--- src/rtl/board_guess_checker_show_timer.sv ---
// Display-period timer: counts run cycles and pulses expired on the last of SHOW_CYCLES.
module show_timer #(
   parameter int SHOW_CYCLES = 50_000_000
) (
   input  logic clk,
   input  logic reset,
   input  logic clear,
   input  logic run,
   output logic expired
);
   localparam int              TW   = $clog2(SHOW_CYCLES + 1);
   localparam logic [TW-1:0]   LAST = TW'(SHOW_CYCLES - 1);

   logic [TW-1:0] count_q;

   assign expired = run && !clear && (count_q == LAST);

   always_ff @(posedge clk) begin
      if (!reset) begin
         count_q <= '0;
      end else if (clear) begin
         count_q <= '0;
      end else if (run) begin
         count_q <= expired ? '0 : count_q + TW'(1);
      end
   end
endmodule

--- config.mk ---
export PLATFORM = sky130hd
export DESIGN_NAME = show_timer
export DESIGN_NICKNAME = d
export VERILOG_FILES = /design/src/rtl/board_guess_checker_show_timer.sv
export SDC_FILE = /design/constraint.sdc
export NUM_CORES = 1
export LEC_CHECK = 0
export ABC_AREA = 0
export CORE_MARGIN = 2
export CORE_UTILIZATION = 63
export DETAILED_ROUTE_END_ITERATION = 6
export GPL_ROUTABILITY_DRIVEN = 0
export PLACE_DENSITY = 0.87
export SYNTH_ARGS = -nofsm -noshare
export SYNTH_HDL_FRONTEND = slang
export SYNTH_SLANG_ARGS = --single-unit
--- constraint.sdc ---
create_clock -name clk -period 7.8 [get_ports clk]
set_input_delay 1.56 -clock clk [delete_from_list [all_inputs] [get_ports clk]]
set_output_delay 1.56 -clock clk [all_outputs]
set_load 0.01 [all_outputs]
Word level (Yosys, flattened, before mapping):

Index checks and enable logic that the tools add are counted.

* register bits: 26
* input bits: 4
* output and inout bits: 1
* logic and storage cells: 9

* $add $sub $neg: 1
* equal/unequal tests: 1
* multiplexer cells: 1
* bitwise logic cells: 1
* reduce and logical (&&, ||, !) cells: 4

Operators with widths (count)
* $add A26 B1 Y26 const B: 1
* $eq A26 B26 Y1 const B: 1
* $mux W26: 1
* $logic_and A1 B1 Y1: 2
* $reduce_or A2 Y1: 1
* $logic_not A1 Y1: 1
* $not A1 Y1: 1

Depth between registers and ports, before layout:

Gate-level depths: netlist of run 1.

* word-level depth: 4
* mapped depth: 6
* mapped depth without buffers: 5

Worst setup path before layout of run 1:

OpenSTA, ideal clock, no wires.

* kind: input port to output port
* start point: input run
* end point: output expired
* arrival: 2858 ps
* path slack: 3382 ps
* stages: 4
* cells stage by stage: nand4_2 > or4b_4 > nor4_4 > buf_6

* cells in the longest elaborated chain, start to end: 2

RTL lines
* from (decl): line 8 `input logic run,`
* $logic_and A1 B1 Y1 (2 in a row): line 16 `assign expired = run && !clear && (count_q == LAST);`
* to (decl): line 9 `output logic expired`

Every way passes these cells.

Worst setup path after layout of run 1:

Same ends and word-level chain as after synthesis.

==> key figures, run 1 <==
Die
  • Site row count: 16
  • Core Region: 0.001962 sq mm
  • Die height: 49.73 um
  • Initial core utilization: 67.16%
  • Chip Width: 49.73 um
  • # IOs: 5
  • Total Die Area: 0.002473 sq mm

Clock network
  • TritonCTS buffer count: 3
  • Post-CTS Setup Repair Bufs: 0
  • CTS H-Tree Depth: 1
  • Post-cts repair resize count: 0
  • Clock Latency Late Sink: 330 ps
  • Post-CTS Hold Buffers: 0
  • Clock buffer depth: 2
  • Root buffer cell: clkbuf_4
  • CTS tree: done
  • Clk slew on worst S/H paths: 140 ps
  • Clk sink count: 26

Routing
  • DRC Markers: 0
  • DR vias: 1102
  • Vias per cell: 6.370
  • DRT iter0 DRCs: 17
  • WL/cell: 14.63 um
  • Routed Antenna Nets: 0
  • Final WL: 2.531 mm
  • Initial DRT Pass Iterations: 4

Yosys
  • Synthesized instance count: 146
  • Main synth FF type: dfxtp_1
  • Area leader, netlist: dfxtp_1
  • Synth cell count leaders: dfxtp_1 (26), nor3_1 (18), a211oi_1 (10)
  • Sequential area share after synthesis: 39.51%
  • Synth Register Bits: 26
  • EDFF count, synth: 0
  • Syn. warnings: 0
  • Syn_nets: 151
  • Most frequent cell after synthesis: dfxtp_1
  • Area share of the largest cell type after synthesis: 39.51%
  • Synth cell types: 32
  • Post-synth ARST share: 0%
  • Syn avg cell area: 9.024 sq um
  • Largest cells by area after synthesis: dfxtp_1 (40%), nor3_1 (6.8%), xnor2_1 (6.0%)
  • Post-Syn Area: 0.001318 sq mm

Cells and area
  • Register with the most flip-flops: count_q
  • P&R area growth vs syn: 4.369%
  • Reg area: 520.5 sq um
  • Layout cell share with drive strength beyond 1: 6.849%
  • Top flop regs: count_q x26
  • Filler Cells Inserted: 178
  • Largest register FFs: 26
  • ANT cells: 0
  • Nets: 153
  • Area occupied by multi-input gates: 739.5 sq um

GRT
  • Initial antenna violation count: 0
  • Vias in the first global route: 968
  • First-pass GRT wire length: 4.402 mm
  • Remaining Overflow, GRT: 0
  • Largest net degree at the start of global routing: 27
  • Gr usage total: 22.99%

Critical path
  • CP Class: in -> out
  • FF-to-FF Start: count_q[16]$_SDFFE_PP0P_
  • Reg2Reg Capture Point: count_q[23]$_SDFFE_PP0P_
  • Worst Setup Start Kind: input port
  • CP Capture Type: output port
  • Required time of the critical path: 6240 ps
  • WP data arrival: 3820 ps
  • Worst r2r path cells: 5
  • Setup slack, reg-to-reg: 5450 ps
  • Crit Path Max Fanout: 8

Min path
  • Hold Startpoint: count_q[22]$_SDFFE_PP0P_
  • HP Class: reg -> reg
  • Hold Crit Depth: 2
  • Hold Path End: count_q[22]$_SDFFE_PP0P_

STA
  • Clock Skews: 13.67 ps
  • RSZ-0062 raised after global routing: false
  • PnR worst setup slack: 2420 ps
  • Actual slew at the worst max-slew pin: 1006 ps
  • Setup violations, final: 0
  • Setup_tns: 0 ps
  • Pins Over Slew Limit: 0
  • Fmax: 0.1859 GHz
  • Slew margin rel.: 32.91%
  • Final Critical Period: 5380 ps
  • Fin crit share: 68.97%
  • Final hold viol count: 0

Placed design
  • Port Buffers: 4
  • Post-DP HPWL: 1.747 mm
  • Place WS: 2420 ps

Pwr
  • Leak: 0.3869 nW
  • PD cells: 142.2 mW/mm^2
  • Peak VDD IR: 0.1366 mV

Run
  • Max_cap viols: 0

Run status
  • Run status: complete, no violations
==> power breakdown <==
| group | switching (mW) | internal (mW) | total [mW] |
|---|---|---|---|
| Clock | 0.0380 | 0.0182 | 0.0561 |
| Combinational | 0.00342 | 0.00238 | 0.00580 |
| Sequential | 0.000413 | 0.133 | 0.134 |
| Total | 0.0418 | 0.154 | 0.196 |
==> critical path: stages <==
cell and delay (ps):
clkdlybuf4s50_1 610, nand4_2 240, or4b_4 550, nor4_4 260, clkdlybuf4s50_1 590
==> layout by cell type, fill, tap and decap left out, types with 4 or more instances in the layout <==
master,count
a211oi_1,10
nor3_1,18
xnor2_1,9
nand3_1,8
or4_1,5
o21ai_0,6
or3_1,6
dfxtp_1,26
clkdlybuf4s50_1,4
xor2_1,6
nand4_1,6
nor4_1,4
nand2_1,8
==> layer usage <==
layer / GRT usage, % / share of wire [%]
met3: 7.273 / 4.9
met4: 7.407 / 1.3
met5: 0 / 0
met2: 35.78 / 46
met1: 30.25 / 48
==> cell families after synthesis <==
| group | share of synthesized area, % |
|---|---|
| AOI/OAI and AO/OA | 10.35 |
| muxes | 0.7598 |
| adders and majority gates | 0.9495 |
| DFF | 39.51 |
| and+or+nand+nor | 34.10 |
| xor gates and xnor gates | 9.972 |
| buffers and inverters | 4.367 |
==> final cells by class <==
type,instances,share of cell area (%)
timing repair buffer,5,3.458
tap,27,2.457
sequential,26,37.85
clock buffer,3,1.638
multi-input combinational,109,53.78
inverter,3,0.8189
==> worst max path at each step <==
stage,startpoint,end,slack (ps),cells past startpoint
after floorplan,run,expired,3380,4
after global placement,run,expired,2470,5
after detailed placement,run,expired,2420,5
after CTS,run,expired,2410,5
after global routing,run,expired,2340,5
final,run,expired,2420,5
==> per-stage QoR <==
stage | util, % | hold slack (ps) | area (sq um) | cells | power, mW
2_1_floorplan | - | 452.6 | 1318 | 146 | 0.1398
3_3_place_gp | 68.94 | 471.7 | 1353 | 170 | 0.1420
3_5_place_dp | 68.94 | 493.0 | 1353 | 170 | 0.1423
4_1_cts | 70.09 | 518.4 | 1375 | 173 | 0.1973
5_1_grt | 70.09 | 541.9 | 1375 | 173 | 0.2029
6_report | 70.09 | 516.4 | 1375 | 173 | 0.1955
(Power assumes the default switching activity.)
==> run 2: changes to the inputs <==
--- a/config.mk
+++ b/config.mk
@@ -7,10 +7,10 @@
 export LEC_CHECK = 0
 export ABC_AREA = 0
 export CORE_MARGIN = 2
-export CORE_UTILIZATION = 63
+export CORE_UTILIZATION = 58
 export DETAILED_ROUTE_END_ITERATION = 6
 export GPL_ROUTABILITY_DRIVEN = 0
-export PLACE_DENSITY = 0.87
+export PLACE_DENSITY = 0.81
 export SYNTH_ARGS = -nofsm -noshare
 export SYNTH_HDL_FRONTEND = slang
 export SYNTH_SLANG_ARGS = --single-unit
==> constraint.sdc (replaced) <==
create_clock -name clk -period 5.1 [get_ports clk]
set_input_delay 1.02 -clock clk [delete_from_list [all_inputs] [get_ports clk]]
set_output_delay 1.02 -clock clk [all_outputs]
set_load 0.01 [all_outputs]
==> key figures, run 2 (synthesis gave the netlist of run 1 again) <==
Min path
  • Hold Crit Depth: 2 (unchanged)
  • HP Class: reg -> reg (unchanged)

STA
  • Actual slew at the worst max-slew pin: 1005 ps (was 1006 ps)
  • Pins Over Slew Limit: 0 (unchanged)
  • Clock Skews: 6.839 ps (was 13.67 ps)
  • Final hold viol count: 0 (unchanged)
  • Setup_tns: 0 ps (unchanged)
  • Final Critical Period: 4250 ps
  • Setup violations, final: 0 (unchanged)
  • Fin crit share: 83.34%
  • Fmax: 0.2353 GHz
  • RSZ-0062 raised after global routing: false (unchanged)
  • Slew margin rel.: 32.97% (was 32.91%)

Run status
  • Run status: complete, no violations (unchanged)

Cells and area
  • Nets: 153 (unchanged)
  • Layout Cells excl Fill: 174 (was 173)
  • Largest register FFs: 26 (unchanged)
  • Register with the most flip-flops: count_q (unchanged)
  • Top flop regs: count_q x26 (unchanged)
  • ANT cells: 0 (unchanged)
  • P&R area growth vs syn: 4.463% (was 4.369%)
  • Commonest non-fill, non-tap cells in the layout: dfxtp_1 (26), nor3_1 (18), a211oi_1 (10) (unchanged)
  • Filler Cells Inserted: 193 (was 178)
  • Most common cell after layout, fill and taps aside: dfxtp_1 (unchanged)
  • Layout cell share with drive strength beyond 1: 6.849% (unchanged)

GRT
  • Initial antenna violation count: 0 (unchanged)
  • Remaining Overflow, GRT: 0 (unchanged)
  • Vias in the first global route: 988 (was 968)
  • Gr usage total: 22.40% (was 22.99%)
  • Largest net degree at the start of global routing: 27 (unchanged)
  • First-pass GRT wire length: 4.471 mm (was 4.402 mm)

Clock network
  • Post-CTS Setup Repair Bufs: 0 (unchanged)
  • Post-cts repair resize count: 0 (unchanged)
  • CTS H-Tree Depth: 1 (unchanged)
  • Clk slew on worst S/H paths: 130 ps (was 140 ps)
  • Clk sink count: 26 (unchanged)
  • Clock Latency Late Sink: 320 ps (was 330 ps)
  • Post-CTS Hold Buffers: 0 (unchanged)
  • Root buffer cell: clkbuf_4 (unchanged)
  • Clock buffer depth: 2 (unchanged)
  • TritonCTS buffer count: 3 (unchanged)
  • CTS tree: done (unchanged)

Placed design
  • Port Buffers: 4 (unchanged)
  • Post-DP HPWL: 1.837 mm (was 1.747 mm)
  • Inst Count DP: 171 (was 170)

Routing
  • DR vias: 1120 (was 1102)
  • Vias per cell: 6.437 (was 6.370)
  • WL/cell: 15.17 um (was 14.63 um)
  • Final WL: 2.640 mm (was 2.531 mm)
  • Initial DRT Pass Iterations: 4 (unchanged)
  • DRC Markers: 0 (unchanged)
  • Routed Antenna Nets: 0 (unchanged)
  • DRT iter0 DRCs: 28 (was 17)

Pwr
  • Leak: 0.3869 nW (unchanged)
  • PD cells: 216.8 mW/mm^2 (was 142.2 mW/mm^2)
  • Final Total Pwr: 0.2984 mW (was 0.1955 mW)
  • Peak VDD IR: 0.1634 mV (was 0.1366 mV)

Critical path
  • Worst r2r path cells: 5 (unchanged)
  • CP Capture Type: output port (unchanged)
  • CP Class: in -> out (unchanged)
  • WP data arrival: 3230 ps (was 3820 ps)
  • Required time of the critical path: 4080 ps (was 6240 ps)
  • Crit Path Max Fanout: 8 (unchanged)
  • Worst Setup Start Kind: input port (unchanged)

Die
  • Chip Width: 51.66 um (was 49.73 um)
  • Total Die Area: 0.002669 sq mm (was 0.002473 sq mm)
  • Initial core utilization: 60.73% (was 67.16%)
  • Die height: 51.66 um (was 49.73 um)
  • # IOs: 5 (unchanged)
  • Site row count: 17 (was 16)
  • Core Region: 0.002170 sq mm (was 0.001962 sq mm)

Run
  • Max_cap viols: 0 (unchanged)
==> run 2: cell counts in the layout (fill, tap and decap cells not counted) <==
Identical to the previous run, type by type.
==> run 2: layout make-up <==
cell class / count / area, sq um / share of cell area, %
multi-input cells: 109 / 739.5 / 53.73
flip-flops and latches: 26 / 520.5 / 37.82
repair buffers: 5 / 47.55 / 3.455
well taps: 28 / 35.03 / 2.545
clock buffers: 3 / 22.52 / 1.636
inverters: 3 / 11.26 / 0.8182
==> run 2: power by group <==
part | leakage, nW | internal [mW] | switching (mW)
logic | 0.164 | 0.00365 | 0.00525
clock network | 0.0138 | 0.0277 | 0.0576
registers | 0.209 | 0.204 | 0.000661
total | 0.387 | 0.235 | 0.0635
==> run 2: worst paths after layout <==
check	from	to	slack, ps
min reg2reg	count_q[22]$_SDFFE_PP0P_	count_q[22]$_SDFFE_PP0P_	510
min	count_q[22]$_SDFFE_PP0P_	count_q[22]$_SDFFE_PP0P_	510
max	run	expired	850
max reg2reg	count_q[16]$_SDFFE_PP0P_	count_q[16]$_SDFFE_PP0P_	2750
==> run 2: per-layer routing <==
layer	share of wire, %	vias up	global-route usage [%]
met4	1.4	0	10.09
li1	-	560	-
met1	46	529	29.93
met3	4.5	4	2.874
met2	48	27	36.11
met5	0	-	0
==> run 2: worst max-delay path: stages <==
cell and delay (ps):
clkdlybuf4s50_1 600, nand4_2 230, or4b_4 550, nor4_4 240, clkdlybuf4s50_1 580
==> run 2: through the flow <==
stage	hold slack [ps]	instance area, sq um	utilization, %	setup WS (ps)
after detailed placement	484.6	1354	62.40	851.4
after CTS	502.9	1376	63.44	836.9
final	506.6	1376	63.44	849.7
after global placement	472.9	1354	62.40	878.6
after floorplan	452.6	1318	-	1762
after global routing	535.1	1376	63.44	724.6
